## config.mk

```make
export PLATFORM = sky130hd
export DESIGN_NAME = sram_write_buffer
export DESIGN_NICKNAME = d
export VERILOG_FILES = /design/src/rtl/sram_write_buffer.sv
export SDC_FILE = /design/constraint.sdc
export NUM_CORES = 1
export LEC_CHECK = 0
export ABC_CLOCK_PERIOD_IN_PS = 11270
export CAP_MARGIN = 40
export CELL_PAD_IN_SITES_DETAIL_PLACEMENT = 1
export CELL_PAD_IN_SITES_GLOBAL_PLACEMENT = 1
export CORE_ASPECT_RATIO = 1.5
export CORE_MARGIN = 10
export CORE_UTILIZATION = 53
export CTS_CLUSTER_SIZE = 14
export DETAILED_ROUTE_END_ITERATION = 16
export PLACE_DENSITY = 0.94
export SYNTH_ARGS = -nofsm -noshare
export SYNTH_HDL_FRONTEND = slang
export SYNTH_SLANG_ARGS = --single-unit
```

## constraint.sdc

```tcl
create_clock -name i_clk -period 11.27 [get_ports i_clk]
set_clock_uncertainty 0.05 [all_clocks]
set_input_delay 1.6905 -clock i_clk [delete_from_list [all_inputs] [get_ports i_clk]]
set_output_delay 1.6905 -clock i_clk [all_outputs]
set_load 0.1 [all_outputs]
```

## src/rtl/sram_write_buffer.sv

```systemverilog
// Buffers encoded pixel writes in a small FIFO and shares one async SRAM port
// with display reads (reads win). Reports when a finished frame has reached SRAM.
module sram_write_buffer #(
  parameter int ADDR_WIDTH = 20,
  parameter int DATA_WIDTH = 16,
  parameter int FIFO_DEPTH = 8,
  parameter int CNT_WIDTH  = 4
) (
  input  logic                  i_clk,
  input  logic                  i_rst_n,
  input  logic                  i_wr_valid,
  output logic                  o_wr_ready,
  input  logic [ADDR_WIDTH-1:0] i_wr_addr,
  input  logic [DATA_WIDTH-1:0] i_wr_data,
  input  logic                  i_frame_done,
  input  logic                  i_rd_req,
  input  logic [ADDR_WIDTH-1:0] i_rd_addr,
  output logic [DATA_WIDTH-1:0] o_rd_data,
  output logic                  o_rd_valid,
  output logic                  o_flush_done,
  output logic [CNT_WIDTH-1:0]  o_fifo_level,
  output logic [ADDR_WIDTH-1:0] o_sram_addr,
  output logic [DATA_WIDTH-1:0] o_sram_dq_out,
  output logic                  o_sram_dq_oe,
  input  logic [DATA_WIDTH-1:0] i_sram_dq_in,
  output logic                  o_sram_we_n,
  output logic                  o_sram_oe_n,
  output logic                  o_sram_ce_n,
  output logic                  o_sram_lb_n,
  output logic                  o_sram_ub_n
);

  localparam int PTR_W = $clog2(FIFO_DEPTH);

  typedef enum logic [1:0] {S_IDLE, S_DRAIN, S_DONE} state_e;

  logic [ADDR_WIDTH-1:0] mem_addr_q [FIFO_DEPTH];
  logic [DATA_WIDTH-1:0] mem_data_q [FIFO_DEPTH];

  logic [PTR_W-1:0]      wr_ptr_q, wr_ptr_d, rd_ptr_q, rd_ptr_d;
  logic [CNT_WIDTH-1:0]  level_q, level_d;
  logic                  push, pop;

  logic [ADDR_WIDTH-1:0] sram_addr_q, sram_addr_d;
  logic [DATA_WIDTH-1:0] sram_dq_out_q, sram_dq_out_d;
  logic                  sram_dq_oe_q, sram_dq_oe_d;
  logic                  sram_we_n_q, sram_we_n_d;
  logic                  sram_oe_n_q, sram_oe_n_d;
  logic                  sram_en_n_q;
  logic                  rd_pend_q, rd_pend_d;
  logic                  rd_valid_q, rd_valid_d;
  logic [DATA_WIDTH-1:0] rd_data_q, rd_data_d;
  state_e                state_q, state_d;
  logic                  flush_done_q, flush_done_d;

  assign o_wr_ready = (level_q != CNT_WIDTH'(FIFO_DEPTH));
  assign push       = i_wr_valid && o_wr_ready;
  // Pop decisions use the registered level, so a fresh push is never bypassed.
  assign pop        = !i_rd_req && (level_q != '0);

  always_comb begin
    wr_ptr_d = wr_ptr_q + PTR_W'(push);
    rd_ptr_d = rd_ptr_q + PTR_W'(pop);
    level_d  = level_q;
    case ({push, pop})
      2'b10:   level_d = level_q + 1'b1;
      2'b01:   level_d = level_q - 1'b1;
      default: level_d = level_q;
    endcase
  end

  always_ff @(posedge i_clk) begin
    if (push) begin
      mem_addr_q[wr_ptr_q] <= i_wr_addr;
      mem_data_q[wr_ptr_q] <= i_wr_data;
    end
  end

  // Port arbiter: decision in cycle N is driven on the pins in N+1.
  always_comb begin
    sram_addr_d   = sram_addr_q;
    sram_dq_out_d = sram_dq_out_q;
    sram_dq_oe_d  = 1'b0;
    sram_we_n_d   = 1'b1;
    sram_oe_n_d   = 1'b1;
    rd_pend_d     = 1'b0;
    if (i_rd_req) begin
      sram_addr_d = i_rd_addr;
      sram_oe_n_d = 1'b0;
      rd_pend_d   = 1'b1;
    end else if (pop) begin
      sram_addr_d   = mem_addr_q[rd_ptr_q];
      sram_dq_out_d = mem_data_q[rd_ptr_q];
      sram_dq_oe_d  = 1'b1;
      sram_we_n_d   = 1'b0;
    end
  end

  // Read data is captured at the end of the cycle the read is on the pins.
  always_comb begin
    rd_valid_d = rd_pend_q;
    rd_data_d  = rd_pend_q ? i_sram_dq_in : rd_data_q;
  end

  always_comb begin
    state_d = state_q;
    case (state_q)
      S_IDLE:  if (i_frame_done) state_d = S_DRAIN;
      S_DRAIN: if ((level_q == '0) && !pop && sram_we_n_q) state_d = S_DONE;
      S_DONE:  state_d = S_IDLE;
      default: state_d = S_IDLE;
    endcase
    flush_done_d = (state_d == S_DONE);
  end

  always_ff @(posedge i_clk or negedge i_rst_n) begin
    if (!i_rst_n) begin
      wr_ptr_q      <= '0;
      rd_ptr_q      <= '0;
      level_q       <= '0;
      sram_addr_q   <= '0;
      sram_dq_out_q <= '0;
      sram_dq_oe_q  <= 1'b0;
      sram_we_n_q   <= 1'b1;
      sram_oe_n_q   <= 1'b1;
      sram_en_n_q   <= 1'b1;
      rd_pend_q     <= 1'b0;
      rd_valid_q    <= 1'b0;
      rd_data_q     <= '0;
      state_q       <= S_IDLE;
      flush_done_q  <= 1'b0;
    end else begin
      wr_ptr_q      <= wr_ptr_d;
      rd_ptr_q      <= rd_ptr_d;
      level_q       <= level_d;
      sram_addr_q   <= sram_addr_d;
      sram_dq_out_q <= sram_dq_out_d;
      sram_dq_oe_q  <= sram_dq_oe_d;
      sram_we_n_q   <= sram_we_n_d;
      sram_oe_n_q   <= sram_oe_n_d;
      sram_en_n_q   <= 1'b0;
      rd_pend_q     <= rd_pend_d;
      rd_valid_q    <= rd_valid_d;
      rd_data_q     <= rd_data_d;
      state_q       <= state_d;
      flush_done_q  <= flush_done_d;
    end
  end

  assign o_fifo_level  = level_q;
  assign o_rd_data     = rd_data_q;
  assign o_rd_valid    = rd_valid_q;
  assign o_flush_done  = flush_done_q;
  assign o_sram_addr   = sram_addr_q;
  assign o_sram_dq_out = sram_dq_out_q;
  assign o_sram_dq_oe  = sram_dq_oe_q;
  assign o_sram_we_n   = sram_we_n_q;
  assign o_sram_oe_n   = sram_oe_n_q;
  assign o_sram_ce_n   = sram_en_n_q;
  assign o_sram_lb_n   = sram_en_n_q;
  assign o_sram_ub_n   = sram_en_n_q;

endmodule

```

==> run summary, run 1 <==
multi-input logic area = 3130 um^2
final core utilization = 0.692
worst-margin pin slew = 0.883 ns
Register-to-Register Path Depth = 10
Post-synth EDFFs = 288
commonest cells in the netlist = edfxtp_1 (288), dfrtp_1 (68), mux4_2 (58)
Die Y = 217 um
I/O Pins = 142
sequential area share after synthesis = 0.759
R2R Path Start = o_fifo_level[1]
buffer and inverter count on the worst path = 4
run status = finished clean
Vias = 7,601
Hold Startpoint = state_q[1]
Initial Utilization = 0.535
Rel. slew slack = 0.409
Crit path required time = 11.61 ns
Post-DRT Antenna Nets = 0
CP arrival = 5.03 ns
share of cells above drive strength 1 = 0.239
P_leak = 6.22 nW
Ys Warns = 0
Post CTS Setup Buffer Count = 0
share of the synthesized area in the top cell type = 0.630
Worst VDD drop = 0.235 mV
# rows = 72
DRC = 0
Syn Nets = 767
TritonRoute pass-1 iters = 5
Slowest cell on crit path = clkdlybuf4s50_1
count leader, synth = edfxtp_1
register area = 10,400 um^2
Clock Tree Buf Depth = 3
Cell variety after synth = 38
Synth Cell Area = 13,700 um^2
RSZ-0062 raised after global routing = no
initial antenna violation count = 2
Hold Path End = state_q[0]
CTS tree = done
nets = 985
syn_area_per_cell = 20.1 um^2
element type at the critical path start = input port
Crit path top cell by count = xor2_1
largest net degree at the start of global routing = 49
worst path cell trace = clkdlybuf4s50_1 -> inv_1 -> buf_4 -> nand2_2 -> inv_2 -> ha_1 -> xor2_1 -> ha_1 -> a21oi_1 -> xor2_1 -> nor2_1 -> xor2_1
gr ovfl total = 0
clk slew on worst S/H paths = 0.06 ns
CP peak stage delay = 0.88 ns
vias in the first global route = 8,533
Area contributors post-synth = edfxtp_1 (63%), dfrtp_1 (12%), mux4_2 (9.5%)
WHS Path Cells = 1
root buf cell = clkbuf_16
Max FO, Critical Path = 36
Async S/R FF share, synth = 0.198
H-tree depth = 2
Core Area = 25,700 um^2
Final min period = 4.69 ns
CTS Hold Bufs = 0
Clk Latency, worst-skew pair = 0.53 ns
cts bufs inserted = 34
final number of hold-violating endpoints = 0
DP HPWL = 23.3 mm
post-CTS sizing = 0
R2R setup slack = 7.99 ns
WL final = 38.6 mm
Tot GR Track Use = 0.238
drt via density = 6.04
first-pass GRT wire length = 57.4 mm
Setup TNS = 0 ns
total of max-cap violations = 0
area leader, netlist = edfxtp_1
die span in x = 151 um
synthesized instance count = 683
routability cong. = 0.743
pwr dens = 284 nW/um^2
fillcell total = 2,033
P&R area growth vs syn = 29.3%
max frequency = 0.213 GHz
1st-iter DRT viols = 717
Max Slew Vio Count = 0
worst min path class = reg -> reg
nature of the critical path endpoint = register
fin crit share = 0.416
top cell family by delay on the critical path = buffers and inverters
WS Path Type = in -> reg
setup violators final = 0
DR WL/cell = 30.7 um
clock sink count = 359
Primary FF master, synth = edfxtp_1
DIE AREA = 32,900 um^2
Seq cells post-synth = 359
Critical R2R Capture = o_fifo_level[2]
port bufs = 141
==> metal layers <==
metal,global-route usage,routed length [um],vias to the layer above
li1,-,-,3164
met1,0.270,13800,4016
met2,0.425,20800,330
met3,0.0519,2610,87
met4,0.0927,1300,4
met5,0,27,-
==> stage by stage <==
stage	std cells	total power [mW]	instance area, um^2	setup slack, ns	hold slack, ns
finish	1259	5.05	17800	6.58	0.453
global route	1258	5.23	17800	6.46	0.467
CTS	1258	5.09	17800	6.58	0.452
detailed placement	1198	3.88	16600	6.27	0.421
global placement	1132	3.46	15500	6.46	0.370
floorplan	683	3.08	13700	5.86	0.302
==> area by class of cell <==
class | count | share of cell area
Tap cell | 333 | 0.0235
Inverter | 3 | 0.000634
Antenna cell | 1 | 0.000141
Clock buffer | 51 | 0.0557
Clock inverter | 9 | 0.00669
Timing Repair Buffer | 220 | 0.150
Multi-Input combinational cell | 283 | 0.176
Sequential cell | 359 | 0.588
==> sequential cells by signal, indices dropped and copies added (netlist names) <==
name           flops
mem_addr_q       160
mem_data_q       128
o_sram_addr       20
o_rd_data         16
o_sram_dq_out     16
o_fifo_level       4
rd_ptr_q           3
wr_ptr_q           3
state_q            2
o_flush_done       1
o_rd_valid         1
o_sram_ce_n        1
o_sram_dq_oe       1
o_sram_oe_n        1
o_sram_we_n        1
rd_pend_q          1
==> logic make-up (layout without fill, tap and decap cells) <==
group                    count (synthesis)  count (layout)  synth area share
AND/OR/NAND/NOR                         82              82            0.0304
buffers and inverters                   41             283            0.0178
other                                    1               2          0.000273
AO/OA/AOI/OAI                           81              81            0.0339
flip-flops                             359             359             0.759
multiplexers                           105             105             0.147
adder cells (fa/ha/maj)                  7               7           0.00638
XOR/XNOR                                 7               7           0.00446
==> cells in the final DEF (no fill, tap or decap), drive strengths merged <==
cell and n:
a311oi 1, dfstp 3, nand2b 4, nand2 25, or4 1, mux4 72, conb 1, edfxtp 288
o22ai 1, buf 80, mux2i 16, nor2b 20, nor3b 1, diode 1, xor2 5, clkinv 6
mux2 17, ha 7, clkbuf 51, a21oi 18, xnor2 2, bufinv 3, a211oi 20, o21ai 41
inv 3, nor4bb 1, clkdlybuf4s50 140, nor3 2, nor2 24, or4b 1, nor4 1, and4b 2
dfrtp 68
==> where the power goes <==
part	internal, mW	leakage (nW)	switching (mW)
clock network	0.677	0.542	0.481
registers	1.69	3.44	0.212
logic	0.806	2.24	1.18
==> worst max path at each step <==
| stage | slack (ns) | startpoint | cells past startpoint | end |
|---|---|---|---|---|
| 2_1_floorplan | 5.86 | o_fifo_level[1] | 6 | mem_addr_q[0][0] |
| 3_3_place_gp | 6.46 | i_rd_req | 12 | o_fifo_level[2] |
| 3_5_place_dp | 6.27 | i_rd_req | 12 | o_fifo_level[2] |
| 4_1_cts | 6.58 | i_rd_req | 12 | o_fifo_level[2] |
| 5_1_grt | 6.46 | i_rd_req | 12 | o_fifo_level[2] |
| 6_report | 6.58 | i_rd_req | 12 | o_fifo_level[2] |
(Power assumes the default switching activity.)
==> run 2, diff against run 1 <==
- ABC_CLOCK_PERIOD_IN_PS: 11270 -> 4370
- CORE_UTILIZATION: 53 -> 49
- PLACE_DENSITY: 0.94 -> 0.88
- clock period: 11.27 -> 4.37 ns (I/O delays scaled with it)
==> run summary, run 2 (synthesis gave the netlist of run 1 again) <==
design internal power = 8.25 mW
element type at the critical path start = register
cts bufs inserted = 34
Top reg by flops = mem_addr_q
Tot GR Track Use = 0.210
routability cong. = 0.746
DIE AREA = 35,300 um^2
Switch Pwr = 4.79 mW
P&R area growth vs syn = 30.8%
die span in x = 157 um
final number of hold-violating endpoints = 0
combinational group share of total power = 0.401
clock sink count = 359
gr ovfl total = 0
CTS tree = done
dpl cell area = 16,900 um^2
Initial Utilization = 0.494
worst min path class = reg -> reg
Sw Share = 0.367
TritonRoute pass-1 iters = 5
initial antenna violation count = 4
CP arrival = 2.36 ns
P_leak = 6.32 nW
DRC = 0
# rows = 75
run status = finished clean
setup violators final = 0
Final min period = 3.07 ns
Max Slew Vio Count = 0
1st-iter DRT viols = 565
Clk Latency, worst-skew pair = 0.53 ns
Clock Tree Buf Depth = 3
Rel. slew slack = 0.428
most frequent cells in the layout = edfxtp_1 (288), clkdlybuf4s50_1 (140), dfrtp_1 (65)
leading cell type in the layout, fill and taps excluded = edfxtp_1
post-CTS sizing = 0
I/O Pins = 142
WL final = 36.6 mm
nature of the critical path endpoint = primary output
Core Area = 27,800 um^2
max FFs per register = 160
nets = 996
Post-DRT Antenna Nets = 0
WS Path Type = reg -> out
share of cells above drive strength 1 = 0.249
Worst VDD drop = 0.567 mV
largest net degree at the start of global routing = 62
vias in the first global route = 8,439
CTS Hold Bufs = 1
register area = 10,400 um^2
Setup TNS = 0 ns
Crit path required time = 3.66 ns
first-pass GRT wire length = 55.2 mm
cell area after layout = 18,000 um^2
fin crit share = 0.702
clk slew on worst S/H paths = 0.06 ns
Die Y = 225 um
worst-margin pin slew = 0.858 ns
Vias = 7,502
Post CTS Setup Buffer Count = 0
clock power share = 0.225
Overall Power = 13.0 mW
port bufs = 141
total of max-cap violations = 0
drt via density = 5.83
root buf cell = clkbuf_16
sequential power share = 0.374
H-tree depth = 2
multi-input logic area = 3140 um^2
DR WL/cell = 28.5 um
Max FO, Critical Path = 10
DP HPWL = 23.0 mm
pwr dens = 726 nW/um^2
RSZ-0062 raised after global routing = no
max frequency = 0.326 GHz
fillcell total = 2,310
-- run 2: power by group through the flow --
stage	combinational, mW	clock (mW)	sequential, mW
final	5.23	2.93	4.88
after global routing	5.46	3.10	4.95
after CTS	5.29	2.97	4.89
after detailed placement	5.20	0	4.93
after global placement	4.06	0	4.93
after floorplan	1.92	0	6.02
-- run 2: critical path: stages (launching register included) --
cell and delay, ns:
dfrtp_1 0.52, or4b_1 0.61, clkdlybuf4s50_1 0.51, buf_8 0.20
-- run 2: final cells by class --
class / count / share of cell area
clock buffer: 53 / 0.0565
inverter: 3 / 0.000627
multi-input combinational: 283 / 0.175
antenna: 3 / 0.000418
timing repair buffer: 231 / 0.159
tap: 346 / 0.0241
sequential: 359 / 0.581
clock inverter: 9 / 0.00411
-- run 2: routing by layer --
| layer | wire length, um | up-vias | global-route usage |
|---|---|---|---|
| li1 | - | 3192 | - |
| met1 | 13600 | 3931 | 0.248 |
| met2 | 19500 | 304 | 0.368 |
| met3 | 2160 | 73 | 0.0401 |
| met4 | 1290 | 2 | 0.0870 |
| met5 | 8 | - | 0 |
-- run 2: final timing paths --
path | from | end | slack, ns | cells past startpoint
setup / recovery | o_fifo_level[1] | o_wr_ready | 1.30 | 3
hold / removal | state_q[1] | state_q[0] | 0.44 | 1
setup reg to reg | o_fifo_level[1] | o_fifo_level[3] | 1.46 | 8
hold reg to reg | state_q[1] | state_q[0] | 0.44 | 1
max in group asynchronous | i_rst_n | rd_ptr_q[1] | 3.13 | 3
min in group asynchronous | i_rst_n | o_sram_dq_out[15] | 0.49 | 2
-- run 2: metrics by stage --
step                      utilization  hold WS, ns  cells  setup WS [ns]
after global placement          0.561        0.373   1154           1.46
final                           0.647        0.440   1287           1.30
after CTS                       0.647        0.445   1284           1.29
after global routing            0.647        0.464   1287           1.23
after floorplan                     -        0.302    683        -0.0713
after detailed placement        0.607        0.435   1221           1.36
==> run 3, diff against run 2 <==
- ABC_CLOCK_PERIOD_IN_PS: 4370 -> 2600
- CORE_UTILIZATION: 49 -> 44
- PLACE_DENSITY: 0.88 -> 0.84
- clock period: 4.37 -> 2.6 ns (I/O delays scaled with it)
==> run summary, run 3 (synthesis gave the netlist of run 1 again) <==
CP arrival = 2.61 ns
initial antenna violation count = 3
Clk Latency, worst-skew pair = 0.52 ns
Hold Startpoint = i_rd_addr[6]
total of max-cap violations = 0
DR WL/cell = 25.9 um
final core utilization = 0.545
CTS tree = done
max frequency = 0.411 GHz
pwr dens = 1200 nW/um^2
Hold Path End = o_sram_addr[6]
element type at the critical path start = register
dpl cell area = 15,700 um^2
Crit path required time = 2.77 ns
largest net degree at the start of global routing = 45
WHS Path Cells = 3
Tot GR Track Use = 0.173
gr ovfl total = 0
worst path cell trace = or4b_4 -> nand2_4 -> inv_4 -> nand2_4 -> nor2_4 -> buf_4
cts bufs inserted = 35
dpl ws = -0.0304 ns
1st-iter DRT viols = 440
Slowest cell on crit path = nor2_4
fillcell total = 2,736
Die Y = 236 um
clk slew on worst S/H paths = 0.06 ns
Register-to-Register Path Depth = 6
Max FO, Critical Path = 23
DIE AREA = 38,800 um^2
Core Area = 30,900 um^2
Critical R2R Capture = mem_data_q[7][11]
most frequent cells in the layout = edfxtp_1 (288), buf_4 (95), clkdlybuf4s50_1 (75)
buffer and inverter count on the worst path = 2
first-pass GRT wire length = 50.8 mm
setup violators final = 0
Crit path top cell by count = nand2_4
WL final = 33.4 mm
Critical Path Stages = 6
Max Slew Vio Count = 0
final number of hold-violating endpoints = 0
R2R Path Start = o_fifo_level[3]
routability cong. = 0.739
P_leak = 5.87 nW
drt via density = 5.48
R2R setup slack = 0.16 ns
root buf cell = clkbuf_16
die span in x = 164 um
leading cell type in the layout, fill and taps excluded = edfxtp_1
TritonRoute pass-1 iters = 4
share of cells above drive strength 1 = 0.287
port bufs = 141
run status = finished clean
cell area after layout = 16,900 um^2
fin crit share = 0.937
Rel. slew slack = 0.395
nature of the critical path endpoint = register
clock sink count = 359
Vias = 7,072
max FFs per register = 160
DP HPWL = 22.1 mm
final setup margin = 0.164 ns
P&R area growth vs syn = 22.8%
Final min period = 2.44 ns
worst min path class = in -> reg
Worst VDD drop = 0.536 mV
worst-margin pin slew = 0.905 ns
RSZ-0062 raised after global routing = no
DRC = 0
H-tree depth = 2
Initial Utilization = 0.444
Top reg by flops = mem_addr_q
I/O Pins = 142
nets = 944
WS Path Type = reg -> reg
# rows = 79
Overall Power = 20.3 mW
vias in the first global route = 8,027
top cell family by delay on the critical path = simple AND/OR/NAND/NOR gates
Clock Tree Buf Depth = 3
Post-DRT Antenna Nets = 0
CP peak stage delay = 0.73 ns
[run 3: repair_timing]
action | in CTS | in global routing
setup endpoints to repair | 0 | 1
buffers inserted | 0 | 3
resized for setup | 0 | 2
hold endpoints to repair | 42 | 0
hold buffers | 1 | 0
[run 3: worst register-to-register path, stage by stage, from the launching register on]
cell	delay, ns
dfrtp_4	0.51
or4b_4	0.24
nand2_4	0.08
inv_4	0.10
nand2_4	0.11
nor2_4	0.73
buf_4	0.33
[run 3: per-layer routing]
layer / vias up / share of wire / routed length, um / global-route usage
met2: 219 / 0.54 / 18200 / 0.311
met4: 4 / 0.022 / 720 / 0.0576
met3: 57 / 0.061 / 2050 / 0.0448
met5: - / 0.00081 / 27 / 0
met1: 3701 / 0.37 / 12400 / 0.191
li1: 3091 / - / - / -
[run 3: layout make-up]
| cell class | count | area [um^2] | area share |
|---|---|---|---|
| diodes | 1 | 2.50 | 0.000148 |
| clock buffers | 56 | 1020 | 0.0604 |
| clock inverters | 6 | 60.1 | 0.00356 |
| inverters | 3 | 13.8 | 0.000816 |
| multi-input cells | 283 | 3190 | 0.189 |
| flip-flops and latches | 359 | 10500 | 0.620 |
| well taps | 405 | 507 | 0.0301 |
| repair buffers | 178 | 1620 | 0.0962 |
[run 3: worst max path at each step]
stage,startpoint,end,slack [ns]
finish,o_fifo_level[3],mem_data_q[7][11],0.16
global route,o_fifo_level[3],o_fifo_level[2],0.009
CTS,o_fifo_level[0],o_fifo_level[2],0.09
detailed placement,i_wr_valid,mem_addr_q[3][3],-0.03
global placement,i_wr_valid,mem_addr_q[2][3],0.02
floorplan,o_fifo_level[1],mem_addr_q[0][0],-0.20
[run 3: where the power goes]
part	switching (mW)	internal, mW
registers	0.708	7.35
clock network	2.04	2.78
logic	4.83	2.55
total	7.58	12.7
[run 3: through the flow]
| step | hold slack (ns) | cells | TNS [ns] |
|---|---|---|---|
| floorplan | 0.0444 | 683 | -14.65 |
| global placement | 0.386 | 1222 | 0 |
| detailed placement | 0.389 | 1224 | -0.742 |
| CTS | 0.357 | 1287 | 0 |
| global route | 0.381 | 1291 | 0 |
| finish | 0.379 | 1291 | 0 |
